===== src/rtl/interval_timer.sv =====
`default_nettype none
// ============================================================================
// Module      : interval_timer
// Description : Programmable interval timer that counts CLOCK_50 cycles up to
//               a terminal value and emits a one-cycle tick (one-shot or
//               periodic) with a sticky expired flag. Define
//               INTERVAL_TIMER_PAUSE_EN to enable the PAUSED state.
// Revision    : 1.0 - initial release
// ============================================================================
module interval_timer #(
    parameter int          WIDTH        = 27,
    parameter int unsigned DEFAULT_TERM = 99_999_999
) (
    input  logic             CLOCK_50,
    input  logic             resetn,
    input  logic             start,
    input  logic             stop,
    input  logic             periodic,
    input  logic             load_en,
    input  logic [WIDTH-1:0] load_val,
    input  logic             pause,
    input  logic             ack,
    output logic [WIDTH-1:0] count,
    output logic             tick,
    output logic             expired,
    output logic             busy
);

    localparam logic [1:0] c_idle   = 2'd0;
    localparam logic [1:0] c_run    = 2'd1;
    localparam logic [1:0] c_paused = 2'd2;
    localparam logic [1:0] c_done   = 2'd3;

    localparam logic [WIDTH-1:0] c_default_term = WIDTH'(DEFAULT_TERM);
    localparam logic [WIDTH-1:0] c_one          = WIDTH'(1);

    logic [1:0]       r_state;
    logic [1:0]       w_state_next;
    logic [WIDTH-1:0] r_count;
    logic [WIDTH-1:0] r_term;
    logic             r_mode;
    logic             r_tick;
    logic             r_expired;
    logic             w_pause;
    logic             w_active;
    logic             w_at_term;
    logic             w_fire;
    logic             w_busy;

`ifdef INTERVAL_TIMER_PAUSE_EN
    assign w_pause = pause;
`else
    logic w_unused_pause;
    assign w_unused_pause = pause;
    assign w_pause        = 1'b0;
`endif

    assign w_active  = (r_state == c_run) || (r_state == c_paused);
    assign w_at_term = (r_count >= r_term);
    // stop/start pre-empt a completing interval, so no tick for an aborted one
    assign w_fire    = w_active && !w_pause && !stop && !start && w_at_term;

    always_ff @(posedge CLOCK_50) begin
        if (!resetn) begin
            r_state <= c_idle;
        end else begin
            r_state <= w_state_next;
        end
    end

    always_comb begin
        w_state_next = r_state;
        if (stop) begin
            w_state_next = c_idle;
        end else if (start) begin
            w_state_next = c_run;
        end else begin
            case (r_state)
                c_run, c_paused: begin
                    if (w_pause) begin
                        w_state_next = c_paused;
                    end else if (w_at_term) begin
                        w_state_next = r_mode ? c_run : c_done;
                    end else begin
                        w_state_next = c_run;
                    end
                end
                default: w_state_next = r_state;
            endcase
        end
    end

    always_comb begin
        w_busy = 1'b0;
        if ((r_state == c_run) || (r_state == c_paused)) begin
            w_busy = 1'b1;
        end
    end

    // Leaving PAUSED counts normally, so each paused cycle costs exactly one cycle
    always_ff @(posedge CLOCK_50) begin
        if (!resetn) begin
            r_count <= '0;
        end else if (stop || start) begin
            r_count <= '0;
        end else if (w_active) begin
            if (!w_pause) begin
                r_count <= w_at_term ? '0 : (r_count + c_one);
            end
        end else begin
            r_count <= '0;
        end
    end

    always_ff @(posedge CLOCK_50) begin
        if (!resetn) begin
            r_mode <= 1'b0;
        end else if (start && !stop) begin
            r_mode <= periodic;
        end
    end

    always_ff @(posedge CLOCK_50) begin
        if (!resetn) begin
            r_term <= c_default_term;
        end else if (load_en) begin
            r_term <= load_val;
        end
    end

    always_ff @(posedge CLOCK_50) begin
        if (!resetn) begin
            r_tick <= 1'b0;
        end else begin
            r_tick <= w_fire;
        end
    end

    always_ff @(posedge CLOCK_50) begin
        if (!resetn) begin
            r_expired <= 1'b0;
        end else if (w_fire) begin
            r_expired <= 1'b1;
        end else if (ack) begin
            r_expired <= 1'b0;
        end
    end

    assign count   = r_count;
    assign tick    = r_tick;
    assign expired = r_expired;
    assign busy    = w_busy;

endmodule
`default_nettype wire


===== config.mk =====
export PLATFORM = sky130hd
export DESIGN_NAME = interval_timer
export DESIGN_NICKNAME = d
export VERILOG_FILES = /design/src/rtl/interval_timer.sv
export SDC_FILE = /design/constraint.sdc
export NUM_CORES = 1
export LEC_CHECK = 0
export CORE_AREA = 2 2 86 88
export CTS_BUF_LIST = sky130_fd_sc_hd__clkbuf_2 sky130_fd_sc_hd__clkbuf_4 sky130_fd_sc_hd__clkbuf_8
export DETAILED_ROUTE_END_ITERATION = 7
export DIE_AREA = 0 0 88 90
export GPL_TIMING_DRIVEN = 0
export PLACE_DENSITY = 0.8
export SLEW_MARGIN = 20
export SYNTH_ARGS = -nofsm -noshare
export SYNTH_HDL_FRONTEND = slang
export SYNTH_SLANG_ARGS = --single-unit

===== constraint.sdc =====
create_clock -name CLOCK_50 -period 4.8 [get_ports CLOCK_50]
set_input_delay 0.72 -clock CLOCK_50 [delete_from_list [all_inputs] [get_ports CLOCK_50]]
set_output_delay 0.72 -clock CLOCK_50 [all_outputs]
set_load 0.05 [all_outputs]

==> results of run 1 <==
cell type report:
class	count	area [um^2]	share of cell area [%]
clock buffer	10	138	3.39
tap	99	124	3.05
inverter	27	101	2.50
clock inverter	6	88.8	2.19
buffer	15	87.6	2.16
multi-input combinational	229	1720	42.3
sequential	59	1180	29.1
timing repair buffer	62	621	15.3
kinds of logic (layout without fill, tap and decap cells):
logic type      Yosys count  after routing  share of synthesized area [%]
compound gates           43             43                           9.80
xor+xnor                 26             26                           7.37
fa+ha+maj                28             28                           11.3
buf+inv                  42            120                           6.12
flops                    59             59                           38.2
mux                      10             10                           3.24
simple gates            122            122                           23.9
registers in the layout, indices dropped and copies added (netlist names):
register  flops
tick          1
r_term       27
r_mode        1
r_state       2
count        27
expired       1
critical path, stage by stage (launching register included):
cell and delay (ps):
dfxtp_1 380, xor2_1 250, clkdlybuf4s50_1 850
final timing paths:
path | from | end | slack, ps | cells after the start
max reg2reg | r_term[25] | count[8] | 2430 | 9
min | r_term[3] | r_term[3] | 490 | 2
min reg2reg | r_term[3] | r_term[3] | 490 | 2
max | r_state[0] | busy | 2270 | 2
metal layers:
layer  vias to the layer above  share of wire, %
met2                        75                46
met1                      1213                46
met4                         0               3.2
met5                         -                 0
li1                       1312                 -
met3                        18               4.8
power by group through the flow:
stage | combinational [W] | clock, W | sequential [W]
final | 0.0000903 | 0.000506 | 0.000511
after detailed placement | 0.0000906 | 0 | 0.000522
after floorplan | 0.0000483 | 0 | 0.000521
after global placement | 0.0000870 | 0 | 0.000522
after global routing | 0.000101 | 0.000537 | 0.000512
after CTS | 0.0000910 | 0.000516 | 0.000511
Yosys cell counts:
cell / count
inv_1: 27
xor2_1: 19
nand4_1: 13
nand3b_1: 1
o211ai_1: 20
clkbuf_1: 9
o21ai_0: 4
buf_4: 2
and3_1: 5
buf_2: 1
nor2b_1: 11
and2_1: 1
a21oi_1: 8
dfxtp_1: 59
and2_0: 1
and4_1: 4
nand2_1: 30
nor3b_1: 4
nor3_2: 21
buf_6: 3
a221o_1: 3
ha_1: 28
a21o_1: 4
mux2i_1: 10
xnor2_1: 7
nor3_1: 8
o31a_1: 1
o21a_1: 2
nand3_1: 14
nor4_1: 1
nor2_1: 7
or3_1: 1
o2bb2ai_1: 1
through the flow:
| stage | power [W] | worst slack (ps) |
|---|---|---|
| 2_1_floorplan | 0.000569 | 2310 |
| 3_3_place_gp | 0.000609 | 2190 |
| 3_5_place_dp | 0.000613 | 2170 |
| 4_1_cts | 0.00112 | 2250 |
| 5_1_grt | 0.00115 | 2200 |
| 6_report | 0.00111 | 2270 |
layout by cell type, fill, tap and decap left out:
cell type        instances
buf_2                    1
and3_1                   5
and2_1                   1
a21o_1                   4
xor2_1                  19
o21ai_0                  4
and2_0                   1
nor3_1                   8
clkinv_2                 1
o211ai_1                20
nand4_1                 13
nor2_1                   7
o31a_1                   1
o21a_1                   2
buf_4                    2
clkinvlp_4               2
nor4_1                   1
ha_1                    28
inv_1                   27
nand3b_1                 1
clkbuf_8                10
a221o_1                  3
nand2_1                 30
dfxtp_1                 59
buf_6                    3
nand3_1                 14
bufinv_16                2
xnor2_1                  7
o2bb2ai_1                1
a21oi_1                  8
nor3_2                  21
nor2b_1                 11
clkinv_4                 1
nor3b_1                  4
clkdlybuf4s50_1         62
and4_1                   4
clkbuf_1                 9
mux2i_1                 10
or3_1                    1
==> results.ini, run 1 <==
[run_status]
status=finished clean

[clock_network]
cts_root_buf=clkbuf_8
htreeDepth=3
cts_tree=built
post_cts_buffers=0
clkTransAtPathRegs_ps=70
cts_resized=0
cts.sinks=59
clk_latency_ps=330
cts_buffers=9
clock_path_buffers=2
hold_buffers=0

[power_and_ir_drop]
clockPowerShare_pct=45.7
power_density_mw_per_mm2=273
p_switching_w=0.000249
vdd_drop_max_mv=0.174
switching_share_pct=22.5
p_seq_share_pct=46.2
p_leak_nw=1.67
p_comb_share_pct=8.2
p_int_w=0.000859

[die]
die_w_um=88
initial_core_util_pct=44.0
core-area_mm2=0.00702
num_rows=31
ios=65
die_area_mm2=0.00792
die_height_um=90

[placed_design]
dp_hpwl_mm=5.49
placedCellCount=491
io_buffers=62
dpl_cell_area_mm2=0.00383
finalWeightedCongestion=0.805

[routing]
routed_wl_mm=7.09
post_drt_wl_per_cell_um=14.0
dr.pass1.iters=4
vias=2618
drc=0
drt_iter0_drc=117
vias_per_cell=5.16
drtAntennaViolNets=0

[synth]
yosysWarningCount=0
ys_types=33
ys_top_cells_by_area=dfxtp_1 38%, ha_1 11%, nor3_2 6.8%
synth_area_mm2=0.00309
synth_area_leader_cell=dfxtp_1
synth_top_area_share_pct=38.2
syn_inst=330
ys_ff_latch=59
syn-num-nets=393
synth-seq-area-share_pct=38.2
synth.avg_cell_area_um2=9.36

[timing]
timing.final.crit_share_pct=52.8
hold_viol=0
worst_hold_slack_ps=491
slew_headroom_pct=33.0
worst_slew_pin_slew_ps=998
min_period_ps=2530
final.setup_skew_ps=6.59
fmax_mhz=395
setup_violations=0
rsz0062_at_grt=no
slew_violations=0
final.setup.tns_ps=0

[global_route]
grt-ovfl-total=0
met1_usage_pct=25.3
grt-busiest-layer=met2
grt_use_total_pct=18.9
grt_use_met2_pct=28.8
grt_pass1_wl_mm=11.8
antenna_found_initial=0
grt_max_degree=12
grt_pass1_vias=2480
use_met3_pct=3.58

[setup_path]
worstPathArrival_ps=1810
path_max_fanout=4
end_kind=output port
crit_required_ps=4080
setup.worst_path.class=reg -> out
start_kind=register

[final_layout]
utilization_pct=57.8
drive_gt1_share_pct=10.5
final_net_count=466
num_antenna_cells=0
area_delta_synth_final_pct=31.4
fin_cells=507
final_area_mm2=0.00406
fill_cells=627

[hold_path]
min_path_type=reg -> reg

[job]
drv_cap=0

(Power assumes the default switching activity.)
==> run 2, diff against run 1 <==
--- a/config.mk
+++ b/config.mk
@@ -10,7 +10,7 @@
 export DETAILED_ROUTE_END_ITERATION = 7
 export DIE_AREA = 0 0 88 90
 export GPL_TIMING_DRIVEN = 0
-export PLACE_DENSITY = 0.8
+export PLACE_DENSITY = 0.83
 export SLEW_MARGIN = 20
 export SYNTH_ARGS = -nofsm -noshare
 export SYNTH_HDL_FRONTEND = slang
==> constraint.sdc (replaced) <==
create_clock -name CLOCK_50 -period 2.2 [get_ports CLOCK_50]
set_input_delay 0.33 -clock CLOCK_50 [delete_from_list [all_inputs] [get_ports CLOCK_50]]
set_output_delay 0.33 -clock CLOCK_50 [all_outputs]
set_load 0.05 [all_outputs]
==> run 2 against run 1 <==
Against the previous run: the flow now finishes with violations (setup timing); register-to-register slack lost 2600 ps; cell count increased by 3.6%; global-route usage up 2.4 points; non-clock buffer count grew 18; sequential power rose by 120%; critical endpoint is now count[0]; largest cell class unchanged.
==> results.ini, run 2 (synthesized netlist as in run 1, its figures left out) <==
[timing]
slew_headroom_pct=50.5  ; was 33.0%
final.setup_skew_ps=9.75  ; was 6.59 ps
final.setup.tns_ps=-2040  ; was 0 ps
finalWorstSetupSlack_ps=-139  ; was 2270 ps
fmax_mhz=427
rsz0062_at_grt=yes  ; was no
timing.final.crit_share_pct=106
setup_violations=27  ; was 0
worst_hold_slack_ps=495  ; was 491 ps
min_period_ps=2340
hold_viol=0  ; unchanged
worst_slew_pin_slew_ps=738  ; was 998 ps
slew_violations=0  ; unchanged

[setup_path]
end_kind=register  ; was output port
crit_required_ps=2450  ; was 4080 ps
setup.worst_path.class=reg -> reg  ; was reg -> out
rrSetupSlack_ps=-140  ; was 2430 ps
r2r-end=count[0]  ; was count[8]
path_max_fanout=6  ; was 4
start_kind=register  ; unchanged
r2r-start=count[17]  ; was r_term[25]
worstPathArrival_ps=2580  ; was 1810 ps
worstRegToRegCells=8  ; was 9

[hold_path]
whs_path_depth=2  ; unchanged
min_path_type=reg -> reg  ; unchanged
hp-start=r_term[0]  ; was r_term[3]
hold_end=r_term[0]  ; was r_term[3]

[routing]
routed_wl_mm=9.16  ; was 7.09 mm
drc=0  ; unchanged
vias=2880  ; was 2618
dr.pass1.iters=5  ; was 4
drt_iter0_drc=221  ; was 117
vias_per_cell=5.49  ; was 5.16
post_drt_wl_per_cell_um=17.5  ; was 14.0 um
drtAntennaViolNets=0  ; unchanged

[global_route]
antenna_found_initial=0  ; unchanged
grt_use_total_pct=21.3  ; was 18.9%
grt_pass1_vias=2751  ; was 2480
grt-ovfl-total=0  ; unchanged
grt_pass1_wl_mm=13.2  ; was 11.8 mm
grt_max_degree=11  ; was 12

[run_status]
status=finished, violations left  ; was finished clean
violations=setup timing

[clock_network]
cts.sinks=59  ; unchanged
cts_root_buf=clkbuf_8  ; unchanged
hold_buffers=0  ; unchanged
cts_buffers=9  ; unchanged
clk_latency_ps=340  ; was 330 ps
cts_tree=built  ; unchanged
clock_path_buffers=2  ; unchanged
clkTransAtPathRegs_ps=70  ; about the same
htreeDepth=3  ; unchanged

[die]
die_height_um=90  ; unchanged
die_w_um=88  ; unchanged
initial_core_util_pct=44.0  ; unchanged
ios=65  ; unchanged
num_rows=31  ; unchanged
core-area_mm2=0.00702  ; unchanged
die_area_mm2=0.00792  ; unchanged

[final_layout]
drive_gt1_share_pct=25.6  ; was 10.5%
num_antenna_cells=0  ; unchanged
area_delta_synth_final_pct=46.2  ; was 31.4%
final_common_cell=clkdlybuf4s50_1  ; unchanged
most-common-layout-cells=61 x clkdlybuf4s50_1, 30 x dfxtp_1, 29 x nand2_1  ; was 62 x clkdlybuf4s50_1, 59 x dfxtp_1, 30 x nand2_1
final_area_mm2=0.00452  ; was 0.00406 mm^2
final_net_count=484  ; was 466
fill_cells=537  ; was 627

[job]
drv_cap=0  ; unchanged

[power_and_ir_drop]
vdd_drop_max_mv=0.394  ; was 0.174 mV
power_density_mw_per_mm2=547  ; was 273 mW/mm^2
finalPower_w=0.00247  ; was 0.00111 W
p_leak_nw=1.84  ; was 1.67 nW

[placed_design]
dp_hpwl_mm=5.59  ; was 5.49 mm
io_buffers=62  ; unchanged
dpl_cell_area_mm2=0.00387  ; was 0.00383 mm^2
finalWeightedCongestion=0.873  ; was 0.805

run 2: cell count changes in the layout (fill, tap and decap cells not counted), sizes merged:
cell and delta:
clkdlybuf4s50 -1, dlymetal6s2s +1, buf +16, clkbuf +3, clkinvlp -2, clkinv +1
run 2: worst max path at each step:
stage               startpoint        end  slack (ps)  cells past startpoint
floorplan             count[8]  count[17]          30                      8
global placement    r_term[25]   count[3]         -70                      9
detailed placement  r_term[25]   count[2]        -130                      9
CTS                 r_term[25]   count[3]          10                      9
global route        r_term[17]   count[0]        -180                      9
finish               count[17]   count[0]        -140                      8
run 2: timing repair:
item / CTS / global route
setup buffers: 4 / 11
endpoints found under the setup margin: 20 / 29
cloned: 1 / 2
gates resized for setup: 7 / 44
pin swaps: 5 / 8
run 2: area by class of cell:
class | count | area [um^2] | area share, %
clock buffers | 11 | 151 | 3.35
multi-input cells | 229 | 1900 | 42.1
well taps | 99 | 124 | 2.74
inverters | 27 | 101 | 2.24
clock inverters | 5 | 75.1 | 1.66
plain buffers | 15 | 140 | 3.10
repair buffers | 80 | 791 | 17.5
flip-flops and latches | 59 | 1230 | 27.2
run 2: through the flow:
stage | setup WS (ps) | util, % | std cells
after floorplan | 26.6 | - | 330
after global placement | -68.7 | 55.2 | 491
after detailed placement | -134 | 55.2 | 491
after CTS | 9.64 | 59.5 | 512
after global routing | -185 | 64.3 | 525
final | -139 | 64.3 | 525
run 2: where the power goes:
| part | switching (W) | internal, W | leakage (nW) |
|---|---|---|---|
| sequential | 0.0000141 | 0.00110 | 0.498 |
| clock | 0.000442 | 0.000693 | 0.119 |
| combinational | 0.000110 | 0.000114 | 1.22 |
| total | 0.000566 | 0.00190 | 1.84 |
run 2: worst max-delay path, cell delays in order (launching register included):
cell and delay [ps]:
dfxtp_2 350, ha_1 310, nand2_2 150, o21ai_1 120
a221o_1 430, or3_4 390, buf_8 160, clkbuf_16 160
nor3_2 160
run 2: routing by layer:
layer | track usage (%) | part of all wire [%] | vias up
met5 | 0 | 0 | -
met4 | 9.49 | 4.3 | 0
met3 | 5.42 | 5.6 | 38
met2 | 33.8 | 49 | 130
met1 | 26.9 | 41 | 1360
li1 | - | - | 1352
==> run 3, diff against run 2 <==
--- a/config.mk
+++ b/config.mk
@@ -7,6 +7,7 @@
 export LEC_CHECK = 0
 export CORE_AREA = 2 2 86 88
 export CTS_BUF_LIST = sky130_fd_sc_hd__clkbuf_2 sky130_fd_sc_hd__clkbuf_4 sky130_fd_sc_hd__clkbuf_8
+export CTS_CLUSTER_DIAMETER = 40
 export DETAILED_ROUTE_END_ITERATION = 7
 export DIE_AREA = 0 0 88 90
 export GPL_TIMING_DRIVEN = 0
==> results of run 3 <==
Same layout as run 2: the final DEF is identical, and so are final timing and power.
